## config.mk

```make
export PLATFORM = sky130hd
export DESIGN_NAME = serial_sub_ctrl
export DESIGN_NICKNAME = d
export VERILOG_FILES = /design/src/rtl/serial_sub_ctrl.sv
export SDC_FILE = /design/constraint.sdc
export NUM_CORES = 1
export LEC_CHECK = 0
export CORE_UTILIZATION = 45
export DETAILED_ROUTE_END_ITERATION = 7
export GPL_ROUTABILITY_DRIVEN = 0
export PLACE_DENSITY = 0.82
export REMOVE_ABC_BUFFERS = 1
export SYNTH_ARGS = -nofsm -noshare
export SYNTH_HDL_FRONTEND = slang
export SYNTH_SLANG_ARGS = --single-unit
```

## constraint.sdc

```tcl
create_clock -name clk -period 1.6 [get_ports clk]
set_input_delay 0.32 -clock clk [delete_from_list [all_inputs] [get_ports clk]]
set_output_delay 0.32 -clock clk [all_outputs]
set_load 0.1 [all_outputs]
```

## src/rtl/serial_sub_ctrl.sv

```systemverilog
// Bit-serial subtractor: computes a-b LSB-first, one full-subtractor step per cycle.
// Optional macro SERIAL_SUB_OVF_EN adds a signed-overflow output (ovf).
module serial_sub_ctrl #(
    parameter int WIDTH = 8
) (
    input  logic             clk,
    input  logic             rst,
    input  logic             start,
    input  logic [WIDTH-1:0] a,
    input  logic [WIDTH-1:0] b,
    output logic             busy,
    output logic             done,
    output logic [WIDTH-1:0] diff,
    output logic             br
`ifdef SERIAL_SUB_OVF_EN
    ,
    output logic             ovf
`endif
);

    localparam int CW = $clog2(WIDTH);

    typedef enum logic [1:0] {
        IDLE  = 2'd0,
        SHIFT = 2'd1,
        DONE  = 2'd2
    } state_t;

    state_t           state_q;
    logic [WIDTH-1:0] a_sh_q, b_sh_q, res_q, diff_q;
    logic [CW-1:0]    cnt_q;
    logic             borrow_q, busy_q, done_q, br_q;
    logic             ai, bi, bit_d, bout_d, last_bit;
    logic [WIDTH-1:0] res_d;
`ifdef SERIAL_SUB_OVF_EN
    logic             ovf_q, ovf_d;
`endif

    // Full-subtractor cell on the current LSBs; result bits enter from the MSB side.
    assign ai       = a_sh_q[0];
    assign bi       = b_sh_q[0];
    assign bit_d    = ai ^ bi ^ borrow_q;
    assign bout_d   = (~ai & bi) | (~(ai ^ bi) & borrow_q);
    assign res_d    = {bit_d, res_q[WIDTH-1:1]};
    assign last_bit = (cnt_q == CW'(WIDTH - 1));
`ifdef SERIAL_SUB_OVF_EN
    // On the last step ai/bi are the operand sign bits and bit_d is the result sign.
    assign ovf_d    = (ai ^ bi) & (bit_d ^ ai);
`endif

    always_ff @(posedge clk or posedge rst) begin
        if (rst) begin
            state_q  <= IDLE;
            a_sh_q   <= '0;
            b_sh_q   <= '0;
            res_q    <= '0;
            diff_q   <= '0;
            cnt_q    <= '0;
            borrow_q <= 1'b0;
            busy_q   <= 1'b0;
            done_q   <= 1'b0;
            br_q     <= 1'b0;
`ifdef SERIAL_SUB_OVF_EN
            ovf_q    <= 1'b0;
`endif
        end else begin
            case (state_q)
                IDLE: begin
                    done_q <= 1'b0;
                    if (start) begin
                        a_sh_q   <= a;
                        b_sh_q   <= b;
                        borrow_q <= 1'b0;
                        cnt_q    <= '0;
                        busy_q   <= 1'b1;
                        state_q  <= SHIFT;
                    end
                end
                SHIFT: begin
                    a_sh_q   <= a_sh_q >> 1;
                    b_sh_q   <= b_sh_q >> 1;
                    borrow_q <= bout_d;
                    res_q    <= res_d;
                    cnt_q    <= cnt_q + 1'b1;
                    if (last_bit) begin
                        // Visible outputs change only here, so they stay stable between results.
                        diff_q  <= res_d;
                        br_q    <= bout_d;
`ifdef SERIAL_SUB_OVF_EN
                        ovf_q   <= ovf_d;
`endif
                        done_q  <= 1'b1;
                        state_q <= DONE;
                    end
                end
                DONE: begin
                    done_q  <= 1'b0;
                    busy_q  <= 1'b0;
                    state_q <= IDLE;
                end
                default: begin
                    done_q  <= 1'b0;
                    busy_q  <= 1'b0;
                    state_q <= IDLE;
                end
            endcase
        end
    end

    assign busy = busy_q;
    assign done = done_q;
    assign diff = diff_q;
    assign br   = br_q;
`ifdef SERIAL_SUB_OVF_EN
    assign ovf  = ovf_q;
`endif

endmodule

```

Yosys cells after proc, flatten, opt, wreduce, memory -nomap -nowiden
Index checks and enable logic that the tools add are counted.

word-level totals
  output and inout port bits = 11
  flip-flop bits (word level) = 41
  bits of input ports = 19
  logic and storage cells = 44

operators by class
  equality and inequality tests = 4
  bitwise logic cells = 8
  add/sub/neg operators = 1
  muxes and demuxes = 15
  reduce and logical (&&, ||, !) cells = 6

operators by type and width
  kind                   number
  $pmux W8 S2            2
  $mux W8                2
  $reduce_and A2 Y1      4
  $pmux W3 S2            1
  $mux W1                4
  $mux W2                2
  $ne A2 B2 Y1 const B   2
  $pmux W1 S2            2
  $pmux W2 S2            1
  $add A3 B1 Y3 const B  1
  $eq A3 B3 Y1 const B   1
  $mux W3                1
  $not A1 Y1             3
  $and A1 B1 Y1          2
  $eq A2 B1 Y1 const B   1
  $logic_not A2 Y1       1
  $reduce_bool A2 Y1     1
  $xor A1 B1 Y1          2
  $or A1 B1 Y1           1

Depth between registers and ports, before layout
  word-level depth = 5
  mapped depth = 5
  mapped depth without buffers = 4

Worst setup path before layout
No wires, ideal clock.

  path kind = register -> register
  from = reg cnt_q[0]
  to = reg br_q (netlist: br)
  library setup time = 0.126 ns
  buffers on the path = 1
  required time = 1.474 ns
  period minus slack after synthesis = 1.482 ns
  stages on the path, launching flop included = 6
  path slack = 0.118 ns
  data arrival time = 1.356 ns
  path through = dfrtp_1 > ha_1 > ha_1 > nand3b_1 > buf_2 > mux2_2

on the way
  longest elaborated chain between the ends = 2

RTL lines
  item                                line  RTL
  from (decl)                         31    logic [CW-1:0] cnt_q;
  from (signal assigned)              84    cnt_q <= cnt_q + 1'b1;
  $eq A3 B3 Y1                        45    assign last_bit = (cnt_q == CW'(WIDTH - 1));
  $reduce_and A2 Y1 (no source line)  -
  to (signal assigned)                88    br_q <= bout_d;
  to (decl)                           32    logic borrow_q, busy_q, done_q, br_q;

Every way passes these cells.
A chain may end at the register's enable or synchronous reset.

Worst setup path in the final report
  from = reg cnt_q[0]
  to = reg diff_q[3] (netlist: diff[3])

on the way
  longest elaborated chain between the ends = 2

RTL lines
  item                                line  RTL
  $eq A3 B3 Y1                        45
  $reduce_and A2 Y1 (no source line)  -
  to (signal assigned)                87    diff_q <= res_d;
  to (decl)                           30    logic [WIDTH-1:0] a_sh_q, b_sh_q, res_q, diff_q;

Every way passes these cells.

==> results.toml <==
[timing]
hold_viol_final = 0
worstMarginPinSlew_ns = 0.4993
period_minus_slack_ns = 1.525
finalWorstSetupSlack_ns = 0.07451
skew_ns = 0.001419
holdWs_ns = 0.3925
fin_setup_tns_ns = 0
final.period_utilization_pct = 95.34
fmax_ghz = 0.6555
setup_viol = 0
rsz0062_at_grt = "false"
max_slew_margin_pct = 66.56
drv_slew = 0

[place]
io_buffers = 29
dp_slack_ns = -0.2916
dp_cells = 220
dpl.hpwl_um = 2375

[synthesis]
synth_seq_area_share_pct = 57.31
syn_inst = 143
synth_ff_type = "dfrtp_1"
ys_seq_elements = 40
synth_area_leader_cell = "dfrtp_1"
yosysWarnings = 0
async_flop_share_pct = 100.0
synth_area_leaders = "dfrtp_1, mux2_2, nor3b_1"
synth_cell_types = 20
netlist_area_sq_mm = 0.001747
postSynthAreaPerCell_sq_um = 12.21
netlist.area_leader.share_pct = 57.31
synth_edf_count = 0

[run]
drv_cap = 0

[clock_network]
tritoncts = "built"
cts_made_buffers = 5
clk_pin_slew_ns = 0.07
h-tree-depth = 2
clock_latency_ns = 0.29
cts_root_buf = "clkbuf_8"
post_cts_buffers = 0
holdBufCountCts = 0
max-clock-path-buffers = 2
cts.sinks = 40

[die]
start_util_pct = 47.35
fp.coreArea_sq_mm = 0.003689
die_x_um = 64.30
die_area_sq_mm = 0.004134
row_count = 22
io_pins = 30
die_y_um = 64.30

[final_layout]
multiInputGateArea_sq_um = 630.6
antenna_cells = 0
drive_gt1_share_pct = 26.11
seq_area_sq_mm = 0.001001
stdcell_count = 228
fill_cells = 302
area_growth_pct = 34.53
nets = 201

[pwr]
powerDensity_mw_per_mm2 = 2361
total_power_mw = 5.548
leakagePower_nw = 1.055
vdd.ir_drop.worst_mv = 1.223

[grt]
track_usage_pct = 18.56
grt_pass1_vias = 1224
grt_util_met2_pct = 31.71
grt.overflow.total = 0
antenna_found_initial = 0
top_usage_layer = "met2"
grt.met1_usage_pct = 22.24
grt_pass1_wl_um = 5720
met3_usage_pct = 5.179
grt_start_max_net_pins = 41

[route]
drtPass1Iterations = 4
viasPerCell = 5.281
wirelength_um = 3150
drc_errors = 0
antenna_left = 0
vias = 1204
first_iter_violations = 29
wl_per_cell_um = 13.82

[worst_hold_path]
hold_path.class = "primary input to async pin"

[critical_path]
cp.buffers_inverters = 1
cp_slowest_cell = "dfrtp_1"
path_class = "flip-flop to flip-flop"
path_cells = "ha_1, ha_2, nand3b_1, buf_12, mux2_2"
crit_fanout = 10
startpoint_type = "flip-flop"
crit_family = "flip-flops"
rrSetupSlack_ns = 0.07
arrival_ns = 1.70
cp-end-kind = "flip-flop"
r2r_end = "diff[3]"
r2r_start = "cnt_q[0]"
worstRegToRegCells = 5
max_stage_delay_ns = 0.40
cp_data_required_time_ns = 1.77

[status]
status = "finished, final reports clean"
final cells by class:
cell class,count,area share (%)
clock buffer,8,3.834
inverter,18,2.875
multi-input combinational,75,26.84
sequential,40,42.60
tap,48,2.556
timing repair buffer,39,21.30
cells by family (layout without fill, tap and decap cells):
kind of cell             Yosys count  after routing  synth area share (%)
AND/OR/NAND/NOR                   32             32                 11.17
adder cells (fa/ha/maj)            3              3                 2.579
AO/OA/AOI/OAI                     23             23                 11.10
multiplexers                      17             17                 10.96
buffers and inverters             28             65                 6.876
flip-flops                        40             40                 57.31
flip-flops by register name (all words and copies together), names as in the netlist:
register  flops
busy          1
state_q       2
cnt_q         3
br            1
done          1
b_sh_q        8
res_q         7
diff          8
a_sh_q        8
borrow_q      1
power by group:
group,leakage [nW],switching (mW),internal [mW]
Clock,0.0455,0.324,0.351
Combinational,0.530,1.67,1.33
Sequential,0.480,0.377,1.50
Total,1.06,2.37,3.18
stage by stage:
step,utilization [%],instance area (sq um)
after floorplan,-,1694
after global placement,61.13,2255
after detailed placement,61.13,2255
after CTS,63.64,2347
after global routing,63.70,2350
final,63.70,2350
how the worst max path moves through the flow:
stage                    start        end  slack (ns)  depth (start not counted)
detailed placement       start  a_sh_q[6]       -0.29                          3
CTS                   cnt_q[0]    diff[3]        0.02                          5
finish                cnt_q[0]    diff[3]        0.07                          5
floorplan           state_q[1]   res_q[1]       -0.15                          2
global placement         start  a_sh_q[0]       -0.17                          3
global route          cnt_q[0]    diff[6]        0.02                          5
layer usage:
| layer | vias up | wire length, um |
|---|---|---|
| met5 | - | 0 |
| met4 | 0 | 42 |
| met3 | 4 | 159 |
| met2 | 30 | 1593 |
| met1 | 601 | 1355 |
| li1 | 569 | - |
what timing repair did:
| item | 4_1_cts | 5_1_grt |
|---|---|---|
| endpoints found under the hold margin | 0 | 0 |
| setup endpoints to repair | 1 | 4 |
| resized for setup | 1 | 1 |
worst register-to-register path: stages, from the launching register on:
cell and delay [ns]:
dfrtp_1 0.40, ha_1 0.20, ha_2 0.19, nand3b_1 0.14, buf_12 0.15, mux2_2 0.34
cell usage after synthesis, drive strengths merged (5+ instances only):
cell type	number
a22o	5
mux2	17
inv	18
a221oi	12
dfrtp	40
buf	8
nor3b	15
nor2	12
cells in the final DEF (no fill, tap or decap):
master	n
nor2b_2	1
nand3b_1	1
clkbuf_1	2
inv_1	18
o21bai_1	1
nor3b_1	15
nor2b_1	1
buf_4	8
buf_12	13
dfrtp_1	40
ha_1	1
mux2_2	17
ha_2	1
a21oi_1	1
a221oi_1	12
o21ba_2	1
a22o_1	5
nor4b_1	2
nor2_1	12
o21a_1	1
fa_1	1
clkdlybuf4s50_1	18
a211oi_1	2
clkbuf_8	6
Note: power is estimated with default switching activity, not from simulation.
